## config.mk

```make
export PLATFORM = sky130hd
export DESIGN_NAME = wb_camera_fb_flat
export DESIGN_NICKNAME = d
export VERILOG_FILES = /design/src/rtl/wb_camera_fb_if.sv /design/src/rtl/wb_camera_fb.sv /design/src/flat_wrapper.sv
export SDC_FILE = /design/constraint.sdc
export NUM_CORES = 2
export LEC_CHECK = 0
export BUFFER_PORTS_ARGS = -buffer_cell sky130_fd_sc_hd__buf_2
export CORE_ASPECT_RATIO = 1.5
export CORE_MARGIN = 5
export CORE_UTILIZATION = 70
export CTS_BUF_LIST = sky130_fd_sc_hd__clkbuf_8
export DETAILED_ROUTE_END_ITERATION = 8
export GPL_TIMING_DRIVEN = 0
export PLACE_DENSITY = 0.9
export REMOVE_ABC_BUFFERS = 1
export SLEW_MARGIN = 20
export SYNTH_ARGS = -nofsm -noshare
export SYNTH_HDL_FRONTEND = slang
export SYNTH_SLANG_ARGS = --single-unit
export TNS_END_PERCENT = 20
```

## constraint.sdc

```tcl
create_clock -name clk -period 45.3 [get_ports clk]
set_clock_uncertainty 0.1 [all_clocks]
set_input_delay 6.795 -clock clk [delete_from_list [all_inputs] [get_ports clk]]
set_output_delay 6.795 -clock clk [all_outputs]
set_load 0.03 [all_outputs]
```

## src/rtl/wb_camera_fb_if.sv

```systemverilog
// Wishbone slave bus bundle for the camera frame-buffer peripheral.
// The LM32 side acts as master; the peripheral uses the slave modport.
interface wb_camera_fb_if;
  logic        wb_stb_i;
  logic        wb_cyc_i;
  logic        wb_we_i;
  logic [31:0] wb_adr_i;
  logic [3:0]  wb_sel_i;
  logic [31:0] wb_dat_i;
  logic [31:0] wb_dat_o;
  logic        wb_ack_o;

  modport master (
    output wb_stb_i, wb_cyc_i, wb_we_i, wb_adr_i, wb_sel_i, wb_dat_i,
    input  wb_dat_o, wb_ack_o
  );

  modport slave (
    input  wb_stb_i, wb_cyc_i, wb_we_i, wb_adr_i, wb_sel_i, wb_dat_i,
    output wb_dat_o, wb_ack_o
  );
endinterface

```

## src/rtl/wb_camera_fb.sv

```systemverilog
// Wishbone camera capture peripheral: samples a parallel pixel stream into an
// on-chip buffer, with single-shot/continuous capture and auto-increment readout.
module wb_camera_fb #(
  parameter int unsigned DATA_W   = 8,
  parameter int unsigned PIX_BITS = 4,
  parameter int unsigned DEPTH    = 1024,
  parameter int unsigned ADDR_W   = 10
) (
  input  logic              clk,
  input  logic              reset,
  wb_camera_fb_if.slave     wb,
  input  logic              vsync,
  input  logic              href,
  input  logic              pclk,
  input  logic [DATA_W-1:0] data,
  output logic              ready,
  output logic              irq
);

  localparam int unsigned PW = ADDR_W + 1;

  typedef enum logic [1:0] {ST_IDLE, ST_ARM, ST_CAPT, ST_DONE} state_t;

  state_t r_state, w_next;

  logic r_vs_s1, r_vs_s2, r_vs_d, r_vs_rise, r_vs_fall;
  logic r_hr_s1, r_hr_s2, r_hr_s3;
  logic r_pc_s1, r_pc_s2, r_pc_d, r_pix_stb;
  logic [DATA_W-1:0] r_d_s1, r_d_s2, r_d_s3;

  logic          r_ack, r_ready, r_ovf, r_cont, r_irq_en;
  logic [31:0]   r_dat_o, w_rdata;
  logic [ADDR_W-1:0] r_rd_ptr;
  logic [PW-1:0] r_wr_ptr;
  logic [15:0]   r_pix_cnt, r_frame_cnt, r_last_len;
  logic [PIX_BITS-1:0] r_mem [DEPTH];
  logic [PIX_BITS-1:0] r_rd_data;

  logic       w_acc, w_wr, w_rd, w_ctrl_wr, w_start, w_clear, w_data_rd, w_rdaddr_wr;
  logic [3:0] w_adr;
  logic       w_busy, w_arm, w_done, w_pix, w_full, w_we;
  logic       w_unused;

  // Two-flop synchronisers; edge strobes are registered so data/href stay aligned
  always_ff @(posedge clk) begin
    if (reset) begin
      r_vs_s1 <= 1'b0; r_vs_s2 <= 1'b0; r_vs_d <= 1'b0;
      r_vs_rise <= 1'b0; r_vs_fall <= 1'b0;
      r_hr_s1 <= 1'b0; r_hr_s2 <= 1'b0; r_hr_s3 <= 1'b0;
      r_pc_s1 <= 1'b0; r_pc_s2 <= 1'b0; r_pc_d <= 1'b0; r_pix_stb <= 1'b0;
      r_d_s1 <= '0; r_d_s2 <= '0; r_d_s3 <= '0;
    end else begin
      r_vs_s1 <= vsync; r_vs_s2 <= r_vs_s1; r_vs_d <= r_vs_s2;
      r_vs_rise <= r_vs_s2 & ~r_vs_d;
      r_vs_fall <= ~r_vs_s2 & r_vs_d;
      r_hr_s1 <= href;  r_hr_s2 <= r_hr_s1; r_hr_s3 <= r_hr_s2;
      r_pc_s1 <= pclk;  r_pc_s2 <= r_pc_s1; r_pc_d <= r_pc_s2;
      r_pix_stb <= r_pc_s2 & ~r_pc_d;
      r_d_s1 <= data;   r_d_s2 <= r_d_s1;   r_d_s3 <= r_d_s2;
    end
  end

  // Bus decode: one access per stb/cyc, side effects on the cycle ack is set
  assign w_acc       = wb.wb_stb_i & wb.wb_cyc_i & ~r_ack;
  assign w_adr       = wb.wb_adr_i[3:0];
  assign w_wr        = w_acc & wb.wb_we_i;
  assign w_rd        = w_acc & ~wb.wb_we_i;
  assign w_ctrl_wr   = w_wr && (w_adr == 4'h0);
  assign w_start     = w_ctrl_wr & wb.wb_dat_i[0];
  assign w_clear     = w_ctrl_wr & wb.wb_dat_i[1];
  assign w_data_rd   = w_rd && (w_adr == 4'h4);
  assign w_rdaddr_wr = w_wr && (w_adr == 4'h8);
  assign wb.wb_ack_o = wb.wb_stb_i & wb.wb_cyc_i & r_ack;
  assign wb.wb_dat_o = r_dat_o;
  assign ready       = r_ready;
  assign irq         = r_ready & r_irq_en;
  assign w_unused    = ^{wb.wb_sel_i, wb.wb_adr_i[31:4], r_d_s3};

  always_ff @(posedge clk) begin
    if (reset) r_state <= ST_IDLE;
    else       r_state <= w_next;
  end

  always_comb begin
    w_next = r_state;
    case (r_state)
      ST_IDLE: if (w_start)   w_next = ST_ARM;
      ST_ARM:  if (r_vs_fall) w_next = ST_CAPT;
      ST_CAPT: if (r_vs_rise) w_next = ST_DONE;
      ST_DONE: w_next = r_cont ? ST_ARM : ST_IDLE;
      default: w_next = ST_IDLE;
    endcase
  end

  always_comb begin
    w_busy = 1'b0;
    w_arm  = 1'b0;
    w_done = 1'b0;
    w_pix  = 1'b0;
    w_busy = (r_state != ST_IDLE);
    w_arm  = (r_state != ST_ARM) && (w_next == ST_ARM);
    w_done = (r_state == ST_DONE);
    w_pix  = (r_state == ST_CAPT) && r_pix_stb && r_hr_s3;
  end

  assign w_full = r_wr_ptr[ADDR_W];
  assign w_we   = w_pix & ~w_full;

  always_comb begin
    case (w_adr)
      4'h0:    w_rdata = 32'({r_irq_en, r_cont, r_ovf, w_busy, r_ready});
      4'h4:    w_rdata = 32'(r_rd_data);
      4'h8:    w_rdata = 32'(r_rd_ptr);
      4'hC:    w_rdata = {r_frame_cnt, r_last_len};
      default: w_rdata = 32'h0;
    endcase
  end

  // Control/status and pointer state; later assignments win (clear before start)
  always_ff @(posedge clk) begin
    if (reset) begin
      r_ack <= 1'b0; r_dat_o <= 32'h0; r_ready <= 1'b0; r_ovf <= 1'b0;
      r_cont <= 1'b0; r_irq_en <= 1'b0; r_rd_ptr <= '0; r_wr_ptr <= '0;
      r_pix_cnt <= 16'h0; r_frame_cnt <= 16'h0; r_last_len <= 16'h0;
    end else begin
      r_ack <= w_acc;
      if (w_rd) r_dat_o <= w_rdata;
      if (w_ctrl_wr) begin
        r_cont   <= wb.wb_dat_i[2];
        r_irq_en <= wb.wb_dat_i[3];
      end
      if (w_clear) begin
        r_ready <= 1'b0;
        r_ovf   <= 1'b0;
      end
      if (w_arm) begin
        r_wr_ptr  <= '0;
        r_pix_cnt <= 16'h0;
        if (r_state == ST_IDLE) r_ready <= 1'b0;
      end
      if (w_done) begin
        r_ready     <= 1'b1;
        r_frame_cnt <= r_frame_cnt + 16'd1;
        r_last_len  <= r_pix_cnt;
      end
      if (w_pix) begin
        if (w_full) r_ovf    <= 1'b1;
        else        r_wr_ptr <= r_wr_ptr + PW'(1);
        if (r_pix_cnt != 16'hFFFF) r_pix_cnt <= r_pix_cnt + 16'd1;
      end
      if (w_rdaddr_wr)    r_rd_ptr <= wb.wb_dat_i[ADDR_W-1:0];
      else if (w_data_rd) r_rd_ptr <= r_rd_ptr + ADDR_W'(1);
    end
  end

  // Pixel buffer with registered read port prefetching buffer[rd_ptr]
  always_ff @(posedge clk) begin
    if (w_we) r_mem[r_wr_ptr[ADDR_W-1:0]] <= r_d_s3[DATA_W-1 -: PIX_BITS];
    r_rd_data <= r_mem[r_rd_ptr];
  end

endmodule
```

## src/flat_wrapper.sv

```systemverilog
// flat-port wrapper written by rule: the top's interface ports become plain ports
module wb_camera_fb_flat 
#(
  parameter int unsigned DATA_W   = 8,
  parameter int unsigned PIX_BITS = 4,
  parameter int unsigned DEPTH    = 1024,
  parameter int unsigned ADDR_W   = 10
)
  (clk, reset, vsync, href, pclk, data, ready, irq, wb_wb_stb_i, wb_wb_cyc_i, wb_wb_we_i, wb_wb_adr_i, wb_wb_sel_i, wb_wb_dat_i, wb_wb_dat_o, wb_wb_ack_o);
  wb_camera_fb_if wb_i ();
  input  logic clk;
  input  logic reset;
  input  logic vsync;
  input  logic href;
  input  logic pclk;
  input  logic [DATA_W-1:0] data;
  output logic ready;
  output logic irq;
  input wire logic [$bits(wb_i.wb_stb_i)-1:0] wb_wb_stb_i;
  input wire logic [$bits(wb_i.wb_cyc_i)-1:0] wb_wb_cyc_i;
  input wire logic [$bits(wb_i.wb_we_i)-1:0] wb_wb_we_i;
  input wire logic [$bits(wb_i.wb_adr_i)-1:0] wb_wb_adr_i;
  input wire logic [$bits(wb_i.wb_sel_i)-1:0] wb_wb_sel_i;
  input wire logic [$bits(wb_i.wb_dat_i)-1:0] wb_wb_dat_i;
  output wire logic [$bits(wb_i.wb_dat_o)-1:0] wb_wb_dat_o;
  output wire logic [$bits(wb_i.wb_ack_o)-1:0] wb_wb_ack_o;
  assign wb_i.wb_stb_i = wb_wb_stb_i;
  assign wb_i.wb_cyc_i = wb_wb_cyc_i;
  assign wb_i.wb_we_i = wb_wb_we_i;
  assign wb_i.wb_adr_i = wb_wb_adr_i;
  assign wb_i.wb_sel_i = wb_wb_sel_i;
  assign wb_i.wb_dat_i = wb_wb_dat_i;
  assign wb_wb_dat_o = wb_i.wb_dat_o;
  assign wb_wb_ack_o = wb_i.wb_ack_o;
  wb_camera_fb #(.DATA_W(DATA_W), .PIX_BITS(PIX_BITS), .DEPTH(DEPTH), .ADDR_W(ADDR_W)) u_core (.clk(clk), .reset(reset), .wb(wb_i), .vsync(vsync), .href(href), .pclk(pclk), .data(data), .ready(ready), .irq(irq));
endmodule
```

==> flow_summary.yaml, run 1 <==
status:
  status: "stopped before the end"
  lastStage: "5_1_grt"
  error_line: "[ERROR GRT-0232] Routing congestion too high. Check the congestion heatmap in the GUI."
clock_network:
  cts_resized: 0
  cts.sinks: 4232
  post_cts_buffers: 0
  clockBufferDepth: 4
  cts_buffers: 563
  hold_buffers: 0
  ctsRootBufferMaster: "clkbuf_8"
  htree_levels: 6
die:
  row_count: 219
  die-width_um: 409
  die_h_um: 608
  io_pins: 119
  start_util: 0.703
logic_synthesis:
  synth_fa_ha_area_frac: 0.000524
  ys_seq_elements: 4232
  synth_compound_area_frac: 0.0353
  synth_flop_cell: "edfxtp_1"
  synth.area.top_cells: "edfxtp_1 74%, mux4_2 12%, nor2_1 2.6%"
  synth_edf_count: 4096
  yosysWarnings: 0
  netlist_instances: 8894
  synthMuxAreaShare: 0.145
  synth_xor_area_frac: 0.00115
  synth-simple-area-share: 0.0448
  synth_top_family_by_area: "multiplexers"
  yosysTopAreaCellShare: 0.736
  synth_seq_area_share: 0.753
  async_flop_share: 0
  synth_cell_type_count: 83
  syn-cell-area_sq_um: 167000
  syn_area_per_cell_sq_um: 18.8
  synth_area_leader_cell: "edfxtp_1"
global_route:
  antenna_found_initial: 141
  track_usage: 0.659
  grt_max_degree: 89
  grt-ovfl-total: 164
placement:
  pre_cts_slack_ps: 31190
  io_buffers: 60
  placed_cell_area_sq_um: 174000
  dp_hpwl_um: 328000
  routabilityCongestion: 0.886
==> metrics by stage <==
stage | std cells | utilization | hold slack [ps]
3_3_place_gp | 11400 | 0.706 | 280
2_1_floorplan | 8252 | - | 267
3_5_place_dp | 11600 | 0.732 | 287
4_1_cts | 12600 | 0.777 | 361
==> metal layers <==
layer	overflow	GRT usage
met1	5	0.610
met4	68	0.633
met3	11	0.572
met2	80	0.812
met5	0	0.387
==> synthesized netlist by cell type (96+ instances only) <==
| library cell | count |
|---|---|
| clkbuf_1 | 359 |
| a221oi_1 | 96 |
| nor2_1 | 1147 |
| nand2_1 | 306 |
| edfxtp_1 | 4096 |
| nand3_1 | 106 |
| mux2i_1 | 423 |
| a22oi_1 | 121 |
| buf_2 | 148 |
| mux4_2 | 882 |
| a21oi_1 | 228 |
| dfxtp_1 | 136 |
==> logic make-up after synthesis <==
kind of cell	Yosys count
buf+inv	656
compound gates	863
flops	4232
mux	1318
xor+xnor	22
simple gates	1796
fa+ha+maj	7
==> inputs of run 2 (changes only) <==
- CORE_ASPECT_RATIO: 1.5 -> default
- CORE_UTILIZATION: 70 -> 40
- CTS_BUF_LIST: sky130_fd_sc_hd__clkbuf_8 -> default
- PLACE_DENSITY: 0.9 -> default
- PLACE_DENSITY_LB_ADDON: default -> 0.15
==> flow_summary.yaml, run 2 <==
status:
  status: "finished clean"
final_layout:
  largest_reg_flops: 4096
  final_net_count: 9149
  final_cell_mix: "4096 x edfxtp_1, 1127 x nor2_1, 882 x mux4_2, 453 x clkbuf_16, 423 x mux2i_1"
  drive_gt1_frac: 0.218
  mostFrequentLayoutCell: "edfxtp_1"
  num-fill-cells: 34700
  syn_to_final_growth_pct: 15.5
logic_synthesis:
  synth_seq_area_share: 0.753
  ys_seq_elements: 4232
  yosysTopAreaCellShare: 0.736
  async_flop_share: 0
  yosysMostFrequentCell: "edfxtp_1"
  yosysWarnings: 0
  synth_cell_type_count: 83
  synth_common_cells: "4096 x edfxtp_1, 1147 x nor2_1, 882 x mux4_2"
  synth_edf_count: 4096
  netlist_instances: 8894
  synth_area_leader_cell: "edfxtp_1"
  synth_flop_cell: "edfxtp_1"
  synth.area.top_cells: "edfxtp_1 74%, mux4_2 12%, nor2_1 2.6%"
  syn_area_per_cell_sq_um: 18.8
  syn-cell-area_sq_um: 167000
worst_setup_path:
  crit_cells: 3
  cp.required_ps: 38410
  cp-end-kind: "primary output"
  cp_top_family: "buffers and inverters"
  crit_type: "input pin to primary output"
  worstReg2RegEnd: "u_core.r_rd_data[0]$_DFF_P_"
  reg2reg_depth: 15
  r2r_slack_ps: 38540
  startpoint_type: "input pin"
  critPathMaxStageDelay_ps: 170
  critPathBufInv: 2
  worstSetupStartpoint: "wb_wb_stb_i"
  setup.worst_path.end: "wb_wb_ack_o"
  worstPathArrival_ps: 7220
  crit_fanout: 2
  r2r_start: "u_core.r_rd_ptr[0]$_SDFFE_PP0P_"
  path_cells: "buf_2, and3_1, buf_2"
  cp_common_cell: "buf_2"
  crit_slowest_cell: "buf_2"
global_route:
  grt_pass1_vias: 89500
  track_usage: 0.241
  antenna_found_initial: 49
  grt-ovfl-total: 0
  grt_pass1_wl_um: 734000
  grt_max_degree: 82
route:
  routedWlPerCell_um: 35.7
  num_vias: 90200
  via_per_inst: 6.04
  drtPass1Iterations: 6
  first_iter_violations: 12100
  route.detailed.drc: 0
  ant_nets: 0
  wirelength_um: 532000
pwr:
  pwr-share-seq: 0.538
  pwr-share-comb: 0.012
  p_sw_frac: 0.200
  clkPwrFrac: 0.450
  ir_drop_v: 0.0000298
  total_power_mw: 7.92
  power_density_nw_per_um2: 41.0
  p_int_mw: 6.34
  leakagePower_nw: 60.3
  p_sw_mw: 1.58
clock_network:
  cts_tree: "done"
  post_cts_buffers: 0
  cts_buffers: 437
  htree_levels: 5
  clkTransAtPathRegs_ps: 60
  ctsRootBufferMaster: "clkbuf_16"
  hold_buffers: 0
  clk-insertion-delay-late_ps: 970
  clockBufferDepth: 4
  cts.sinks: 4232
  cts_resized: 0
die:
  core_sq_um: 416000
  die-width_um: 656
  start_util: 0.401
  die_h_um: 656
  row_count: 237
  io_pins: 119
  dieArea_sq_um: 431000
min_path:
  min_from: "u_core.r_pc_d$_SDFF_PP0_"
  hp-class: "flop to flop"
run:
  drv_cap: 0
timing:
  hold_viol: 0
  finalCriticalPeriod_ps: 14110
  maxSlewHeadroom: 0.153
  tightestPinTransition_ps: 1270
  setup_viol: 0
  whs_ps: 302
  rsz0062_at_grt: "no"
  min_period_over_period: 0.312
  fmax_ghz: 0.0708
  report.final.slew_viol_count: 0
  timing.final.ws_setup_ps: 31190
placement:
  routabilityCongestion: 0.780
  pre_cts_slack_ps: 31180
  dp_hpwl_um: 345000
  io_buffers: 60
-- run 2: cell counts after synthesis --
Identical to the previous run, type by type.
-- run 2: worst reg2reg max path, stage by stage (launching register included) --
cell	delay, ps
dfxtp_4	690
buf_16	320
buf_16	330
buf_16	330
buf_16	310
buf_16	350
buf_16	300
buf_12	260
mux4_2	590
a22o_1	210
a221oi_1	430
o22ai_1	210
nor3_1	820
nor3_2	320
nor4_2	610
o32ai_1	390
-- run 2: area by class of cell --
class / instances / area [sq um] / share of cell area
well taps: 5497 / 6880 / 0.0356
inverters: 14 / 77.6 / 0.000402
multi-input cells: 4006 / 38600 / 0.200
diodes: 22 / 55.1 / 0.000285
clock buffers: 545 / 11800 / 0.0610
clock inverters: 252 / 2280 / 0.0118
flip-flops and latches: 4232 / 126000 / 0.652
repair buffers: 367 / 7520 / 0.0390
-- run 2: routing by layer --
layer  up-vias  wire [um]  part of all wire  GRT usage
met2      4638     248000              0.47      0.378
met5         -         28          0.000053          0
met4         4      16100             0.030     0.0680
met1     48600     219000              0.41      0.345
met3       694      49100             0.092     0.0479
li1      36300          -                 -          -
-- run 2: cells by family (layout without fill, tap and decap cells) --
logic type                 Yosys count  in the layout  synth area share
muxes                             1318           1318             0.145
xor gates and xnor gates            22             22           0.00115
and+or+nand+nor                   1796           1796            0.0448
DFF                               4232           4232             0.753
other                                0             22                 0
buffers and inverters              656           1178            0.0207
adders and majority gates            7              7          0.000524
AOI/OAI and AO/OA                  863            863            0.0353
-- run 2: how the worst min path moves through the flow --
stage | end | slack, ps | cells after the start
2_1_floorplan | u_core.r_pix_stb$_SDFF_PP0_ | 270 | 1
3_3_place_gp | u_core.r_pix_stb$_SDFF_PP0_ | 290 | 1
3_5_place_dp | u_core.r_vs_rise$_SDFF_PP0_ | 300 | 1
4_1_cts | u_core.r_vs_rise$_SDFF_PP0_ | 310 | 1
5_1_grt | u_core.r_pix_stb$_SDFF_PP0_ | 340 | 1
6_report | u_core.r_pix_stb$_SDFF_PP0_ | 300 | 1
-- run 2: through the flow --
step | util | setup TNS, ps | std cells | instance area [sq um]
after floorplan | - | -36260 | 8252 | 164000
after global placement | 0.410 | -508940 | 13800 | 171000
after detailed placement | 0.430 | 0 | 14100 | 179000
after CTS | 0.463 | 0 | 14900 | 193000
after global routing | 0.463 | 0 | 14900 | 193000
final | 0.464 | 0 | 14900 | 193000
-- run 2: power groups by stage --
stage	sequential [mW]	combinational (mW)	clock, mW
3_5_place_dp	4.34	0.0933	0
3_3_place_gp	4.44	0.119	0
4_1_cts	4.26	0.0934	3.61
5_1_grt	4.26	0.0982	3.77
6_report	4.26	0.0928	3.57
2_1_floorplan	4.39	0.0756	0
Power figures use the tool's default switching activity.
